===== src/rtl/avr_io_timer_cmp.sv =====
// AVR-style timer with a byte-wide register port, TMP-latched 16-bit access,
// a 12-bit prescaler, CTC wrap, two compare channels and registered PWM outputs.
module avr_io_timer_cmp #(
  parameter int                   CNT_WIDTH = 16,
  parameter logic [CNT_WIDTH-1:0] TOP_RESET = '1
) (
  input  logic       clk,
  input  logic       rst,
  input  logic       io_re,
  input  logic       io_we,
  input  logic [2:0] io_a,
  input  logic [7:0] io_di,
  output logic [7:0] io_do,
  output logic       irq,
  output logic [1:0] pwm
);

  typedef enum logic [2:0] {
    ADDR_CNTL  = 3'd0,
    ADDR_TMP   = 3'd1,
    ADDR_TCR   = 3'd2,
    ADDR_TSR   = 3'd3,
    ADDR_OCR0L = 3'd4,
    ADDR_OCR1L = 3'd5,
    ADDR_TOPL  = 3'd6,
    ADDR_RSVD  = 3'd7
  } addr_e;

  typedef struct packed {
    logic       ovie;
    logic       oc1ie;
    logic       oc0ie;
    logic       run;
    logic       ctc;
    logic       pwmen;
    logic [1:0] prescale;
  } tcr_t;

  localparam logic [CNT_WIDTH-1:0] CNT_MAX = '1;
  localparam logic [CNT_WIDTH-1:0] CNT_ONE = CNT_WIDTH'(1);
  localparam bit                   HAS_TMP = (CNT_WIDTH > 8);

  logic [CNT_WIDTH-1:0] cnt_q, cnt_d;
  logic [7:0]           tmp_q, tmp_d;
  tcr_t                 tcr_q, tcr_d;
  logic [2:0]           flags_q, flags_d;   // {OVF, OC1F, OC0F}, aligned with TSR[7:5]
  logic [CNT_WIDTH-1:0] ocr0_q, ocr0_d;
  logic [CNT_WIDTH-1:0] ocr1_q, ocr1_d;
  logic [CNT_WIDTH-1:0] top_q, top_d;
  logic [11:0]          presc_q, presc_d;
  logic [2:0]           hist_q, hist_d;     // previous values of prescaler bits 11, 7, 3
  logic [1:0]           pwm_q, pwm_d;

  addr_e                addr;
  logic                 wr_en;
  logic                 wr_cntl;
  logic [15:0]          wr_word;
  logic [CNT_WIDTH-1:0] wr_val;
  logic [15:0]          cnt_ext;
  logic                 tick_src;
  logic                 tick;
  logic [CNT_WIDTH-1:0] top_eff;
  logic                 wrap;
  logic [CNT_WIDTH-1:0] cnt_next;
  logic                 ov_set, oc0_set, oc1_set;

  assign addr    = addr_e'(io_a);
  assign wr_en   = io_we & ~io_re;
  assign wr_cntl = wr_en & (addr == ADDR_CNTL);
  assign wr_word = {tmp_q, io_di};
  assign wr_val  = wr_word[CNT_WIDTH-1:0];
  assign cnt_ext = 16'(cnt_q);

  always_comb begin
    tick_src = 1'b1;
    case (tcr_q.prescale)
      2'b01:   tick_src = hist_q[0] & ~presc_q[3];
      2'b10:   tick_src = hist_q[1] & ~presc_q[7];
      2'b11:   tick_src = hist_q[2] & ~presc_q[11];
      default: tick_src = 1'b1;
    endcase
  end

  // A CNTL write owns the counter for its cycle, so it masks the tick.
  assign tick     = tcr_q.run & tick_src & ~wr_cntl;
  assign top_eff  = tcr_q.ctc ? top_q : CNT_MAX;
  assign wrap     = (cnt_q >= top_eff);
  assign cnt_next = wrap ? '0 : cnt_q + CNT_ONE;
  assign ov_set   = tick & wrap;
  assign oc0_set  = tick & (cnt_next == ocr0_q);
  assign oc1_set  = tick & (cnt_next == ocr1_q);

  always_comb begin
    // NOTE: every next-state value defaults to its register so no path infers a latch.
    cnt_d   = cnt_q;
    tmp_d   = tmp_q;
    tcr_d   = tcr_q;
    flags_d = flags_q;
    ocr0_d  = ocr0_q;
    ocr1_d  = ocr1_q;
    top_d   = top_q;
    presc_d = presc_q + 12'd1;
    hist_d  = {presc_q[11], presc_q[7], presc_q[3]};

    if (io_re && (addr == ADDR_CNTL) && HAS_TMP) tmp_d = cnt_ext[15:8];

    if (wr_en) begin
      case (addr)
        ADDR_CNTL: begin
          cnt_d   = wr_val;
          presc_d = '0;
          hist_d  = '0;
        end
        ADDR_TMP:   if (HAS_TMP) tmp_d = io_di;
        ADDR_TCR:   tcr_d   = tcr_t'(io_di);
        ADDR_TSR:   flags_d = flags_q & ~io_di[7:5];
        ADDR_OCR0L: ocr0_d  = wr_val;
        ADDR_OCR1L: ocr1_d  = wr_val;
        ADDR_TOPL:  top_d   = wr_val;
        default:    ;
      endcase
    end

    if (tick) cnt_d = cnt_next;

    // Hardware set is applied after the W1C clear so it wins a collision.
    flags_d = flags_d | {ov_set, oc1_set, oc0_set};

    pwm_d[0] = tcr_q.pwmen & (cnt_q < ocr0_q);
    pwm_d[1] = tcr_q.pwmen & (cnt_q < ocr1_q);
  end

  // NOTE: sequential state uses non-blocking assignments so every flop samples pre-edge values.
  always_ff @(posedge clk) begin
    if (rst) begin
      cnt_q   <= '0;
      tmp_q   <= '0;
      tcr_q   <= '0;
      flags_q <= '0;
      ocr0_q  <= '0;
      ocr1_q  <= '0;
      top_q   <= TOP_RESET;
      presc_q <= '0;
      hist_q  <= '0;
      pwm_q   <= '0;
    end else begin
      cnt_q   <= cnt_d;
      tmp_q   <= tmp_d;
      tcr_q   <= tcr_d;
      flags_q <= flags_d;
      ocr0_q  <= ocr0_d;
      ocr1_q  <= ocr1_d;
      top_q   <= top_d;
      presc_q <= presc_d;
      hist_q  <= hist_d;
      pwm_q   <= pwm_d;
    end
  end

  always_comb begin
    io_do = 8'h00;
    if (io_re) begin
      case (addr)
        ADDR_CNTL:  io_do = cnt_ext[7:0];
        ADDR_TMP:   io_do = tmp_q;
        ADDR_TCR:   io_do = tcr_q;
        ADDR_TSR:   io_do = {flags_q, 5'b0};
        ADDR_OCR0L: io_do = ocr0_q[7:0];
        ADDR_OCR1L: io_do = ocr1_q[7:0];
        ADDR_TOPL:  io_do = top_q[7:0];
        default:    io_do = 8'h00;
      endcase
    end
  end

  assign irq = (flags_q[2] & tcr_q.ovie) | (flags_q[1] & tcr_q.oc1ie) | (flags_q[0] & tcr_q.oc0ie);
  assign pwm = pwm_q;

endmodule


===== config.mk =====
export PLATFORM = sky130hd
export DESIGN_NAME = avr_io_timer_cmp
export DESIGN_NICKNAME = d
export VERILOG_FILES = /design/src/rtl/avr_io_timer_cmp.sv
export SDC_FILE = /design/constraint.sdc
export NUM_CORES = 1
export LEC_CHECK = 0
export ABC_AREA = 0
export BUFFER_PORTS_ARGS = -buffer_cell sky130_fd_sc_hd__buf_2
export CORE_MARGIN = 2
export CORE_UTILIZATION = 45
export CTS_CLUSTER_DIAMETER = 120
export DETAILED_ROUTE_END_ITERATION = 10
export PLACE_DENSITY = 0.6
export SLEW_MARGIN = 20
export SYNTH_ARGS = -nofsm -noshare
export SYNTH_HDL_FRONTEND = slang
export SYNTH_SLANG_ARGS = --single-unit

===== constraint.sdc =====
create_clock -name clk -period 3.6 [get_ports clk]
set_input_delay 0 -clock clk [delete_from_list [all_inputs] [get_ports clk]]
set_output_delay 0 -clock clk [all_outputs]
set_load 0.1 [all_outputs]

==> results.tsv <==
stage	metric	value	unit
place	place_congestion	0.9373	
logic_synthesis	synthesis.area	6585	um^2
logic_synthesis	yosysWarnings	0	
sta	setup_viol	0	
run_status	outcome	finished, final reports clean	
global_routing	grt_pass1_vias	6041	
logic_synthesis	avgSynthCellArea	8.252	um^2
logic_synthesis	synth-seq-cells	100	
critical_path	cp.buffers_inverters	1	
clocking	cts_setup_buffers	0	
drt	route.detailed.drc	0	
drt	wl_per_cell	22.18	um
floorplan	core	14420	um^2
global_routing	grt_overflow	0	
place	dp_slack	180.0	ps
critical_path	crit_chain	nand2b_1, ha_1, nand2b_1, a2111o_1, a41oi_2, nand2_1, buf_12, o21ai_0, nand4_1, or4_1, o31ai_2	
global_routing	grtUsageTotal	28.68	%
drt	vias	6109	
critical_path	cpMostUsedCell	nand2b_1	
clocking	clk_pin_slew	70	ps
critical_path	critPathMaxFanout	19	
layout	diodes	0	
sta	finalSetupTns	0	ps
place	place_hpwl	16590	um
critical_path	cp_slowest_stage_delay	470	ps
clocking	cts_buffer_depth	2	
critical_path	cp_top_family	simple AND/OR/NAND/NOR gates	
pwr	p_leak	2.840	nW
sta	min_period_over_period	92.23	%
sta	fin_worst_skew	9.568	ps
critical_path	slowest_stage	dfxtp_2	
critical_path	worstPathRequired	3880	ps
layout	syn_to_final_growth	10.83	%
clocking	cts_tree	built	
place	port_buffers	25	
sta	fmax	0.3012	GHz
drt	drt-total-wl	22300	um
global_routing	grt_max_degree	52	
critical_path	arrival	3600	ps
global_routing	grt_pass1_wl	34740	um
sta	fin_ws	279.5	ps
drt	ant_nets	0	
global_routing	grt_antenna_before_repair	0	
clocking	cts_root_buf	clkbuf_16	
clocking	cts_sinks	100	
logic_synthesis	synthCells	798	
layout	nNetsFinal	880	
layout	nFillCells	1411	
drt	vias_per_cell	6.079	
logic_synthesis	synth_cell_types	68	
floorplan	fp.dieH	125.0	um
run	maxCapViolations	0	
clocking	clk_latency	360	ps
sta	tightest_slew	1032	ps
floorplan	die_area	15620	um^2
sta	rsz0062_at_grt	false	
logic_synthesis	syn_nets	861	
floorplan	start_util	45.65	%
logic_synthesis	synth_edf_count	0	
logic_synthesis	yosysSeqAreaShare	30.40	%
critical_path	cp-start-kind	register	
critical_path	path_class	register to register	
layout	drive_gt1_share	10.72	%
sta	hold_viol	0	
logic_synthesis	synthArstFlopShare	0	%
floorplan	rows	44	
drt	firstDrtPassIters	5	
floorplan	die_w	125.0	um
sta	slew_violations	0	
sta	period_needed	3320	ps
drt	drt_iter0_markers	579	
clocking	cts_buffers	9	
min_path	hold_path.class	input port to register	
sta	max_slew_margin	31.04	%
critical_path	end_kind	register	
clocking	cts.htree.levels	3	
floorplan	pin_count	26	
pwr	peakVddDrop	0.0002670	V
logic_synthesis	ys.flop_type	dfxtp_1	
pwr	power_density	338.2	nW/um^2
flip-flops by register name, summed over array words and instances, names as in the netlist:
register and count:
cnt_ext 16, flags_q 3, hist_q 3, ocr0_q 16
ocr1_q 16, presc_q 12, pwm 2, tcr_q 8
tmp_q 8, top_q 16
worst register-to-register path, cell delays in order (launching register included):
cell and delay, ps:
dfxtp_2 470, nand2b_1 90, ha_1 270, nand2b_1 140
a2111o_1 420, a41oi_2 320, nand2_1 340, buf_12 270
o21ai_0 180, nand4_1 120, or4_1 440, o31ai_2 190
metrics by stage:
| stage | hold WS, ps | instance area (um^2) | std cells | utilization [%] | power, mW |
|---|---|---|---|---|---|
| after global placement | 334.9 | 6955 | 986 | 48.22 | 1.449 |
| after floorplan | 117.9 | 6585 | 798 | - | 1.358 |
| after global routing | 9.345 | 7298 | 1005 | 50.60 | 2.553 |
| after CTS | 1.087 | 7297 | 1005 | 50.59 | 2.474 |
| after detailed placement | 343.3 | 6955 | 986 | 48.22 | 1.454 |
| final | 4.749 | 7298 | 1005 | 50.60 | 2.469 |
placed cells by master, fill, tap and decap left out, drive strengths merged, types with 3 or more instances in the layout:
| cell | count |
|---|---|
| nor3 | 11 |
| clkbuf | 9 |
| o32ai | 4 |
| a31oi | 7 |
| nor2b | 36 |
| a211oi | 16 |
| o211ai | 4 |
| nand3 | 20 |
| buf | 50 |
| and3 | 6 |
| xor2 | 12 |
| o22ai | 6 |
| nand4 | 14 |
| a22oi | 7 |
| mux2i | 44 |
| a311oi | 6 |
| a21oi | 37 |
| o31ai | 6 |
| or4 | 3 |
| nand2b | 8 |
| dlygate4sd3 | 4 |
| nor2 | 91 |
| and2 | 10 |
| nand3b | 5 |
| a211o | 19 |
| a32oi | 3 |
| xnor2 | 23 |
| o311ai | 7 |
| nor4 | 8 |
| nand2 | 75 |
| dfxtp | 100 |
| o21ai | 35 |
| a21o | 16 |
| mux4 | 3 |
| inv | 42 |
| ha | 48 |
final cells by class:
type | instances | area [um^2] | area share, %
Multi-Input combinational cell | 614 | 4255 | 58.31
Sequential cell | 100 | 2003 | 27.45
Timing Repair Buffer | 54 | 365.4 | 5.006
Tap cell | 184 | 230.2 | 3.154
Clock buffer | 9 | 225.2 | 3.086
Inverter | 38 | 142.6 | 1.954
Clock inverter | 6 | 76.32 | 1.046
power breakdown:
group | internal [mW] | switching, mW | leakage [nW] | total, mW
clock | 0.550 | 0.482 | 0.149 | 1.03
combinational | 0.103 | 0.187 | 1.88 | 0.291
sequential | 1.12 | 0.0227 | 0.809 | 1.15
total | 1.78 | 0.692 | 2.84 | 2.47
metal layers:
| layer | vias up | wire (um) | global-route usage, % |
|---|---|---|---|
| met1 | 2925 | 9891 | 38.37 |
| met4 | 0 | 788 | 11.57 |
| li1 | 2895 | - | - |
| met2 | 241 | 9897 | 44.53 |
| met5 | - | 0 | 0 |
| met3 | 48 | 1718 | 7.103 |
cells by family after synthesis:
group	synth area share, %
buffers and inverters	5.225
multiplexers	7.714
XOR/XNOR	4.769
adder cells (fa/ha/maj)	9.120
flip-flops	30.40
AO/OA/AOI/OAI	19.86
AND/OR/NAND/NOR	22.92
final timing paths:
| path | from | end | slack, ps | cells past startpoint |
|---|---|---|---|---|
| max | tcr_q[3]$_SDFFE_PP0P_ | flags_q[0]$_SDFF_PP0_ | 280 | 11 |
| min | io_di[6] | ocr0_q[6]$_SDFFE_PP0P_ | 5 | 3 |
| max reg2reg | tcr_q[3]$_SDFFE_PP0P_ | flags_q[0]$_SDFF_PP0_ | 280 | 11 |
| min reg2reg | presc_q[0]$_SDFF_PP0_ | presc_q[0]$_SDFF_PP0_ | 470 | 1 |
what timing repair did:
item / 4_1_cts / 5_1_grt
hold buffers: 4 / 0
setup endpoints to repair: 0 / 2
hold endpoints to repair: 6 / 0
gates resized for setup: 0 / 1
cells in the mapped netlist, types with 3 or more instances:
| cell | n | share of area, % |
|---|---|---|
| a311oi_1 | 6 | 0.80 |
| a21oi_1 | 37 | 2.8 |
| and3_1 | 6 | 0.57 |
| a31oi_1 | 7 | 0.66 |
| nand3_1 | 17 | 1.3 |
| nor3_1 | 10 | 0.76 |
| nand2_1 | 75 | 4.3 |
| dfxtp_1 | 100 | 30 |
| clkbuf_1 | 33 | 1.9 |
| or4_1 | 3 | 0.34 |
| a22oi_1 | 7 | 0.80 |
| nor2b_1 | 36 | 3.4 |
| a211oi_1 | 16 | 1.8 |
| o31ai_1 | 4 | 0.46 |
| o22ai_1 | 6 | 0.57 |
| buf_2 | 5 | 0.38 |
| inv_1 | 38 | 2.2 |
| nand2b_1 | 8 | 0.76 |
| a21o_1 | 16 | 1.8 |
| buf_4 | 3 | 0.34 |
| ha_1 | 48 | 9.1 |
| a211o_1 | 19 | 2.5 |
| nor4_1 | 5 | 0.48 |
| mux4_2 | 3 | 1.0 |
| nand3b_1 | 5 | 0.57 |
| a32oi_1 | 3 | 0.40 |
| buf_1 | 3 | 0.17 |
| o311ai_0 | 7 | 0.93 |
| xor2_1 | 12 | 1.6 |
| o21ai_0 | 33 | 2.5 |
| o32ai_1 | 4 | 0.53 |
| xnor2_1 | 22 | 2.9 |
| o211ai_1 | 4 | 0.46 |
| and2_1 | 10 | 0.95 |
| mux2i_1 | 44 | 6.7 |
| nor2_1 | 89 | 5.1 |
| nand4_1 | 13 | 1.2 |
No activity file was read; power rests on OpenSTA's default activity.
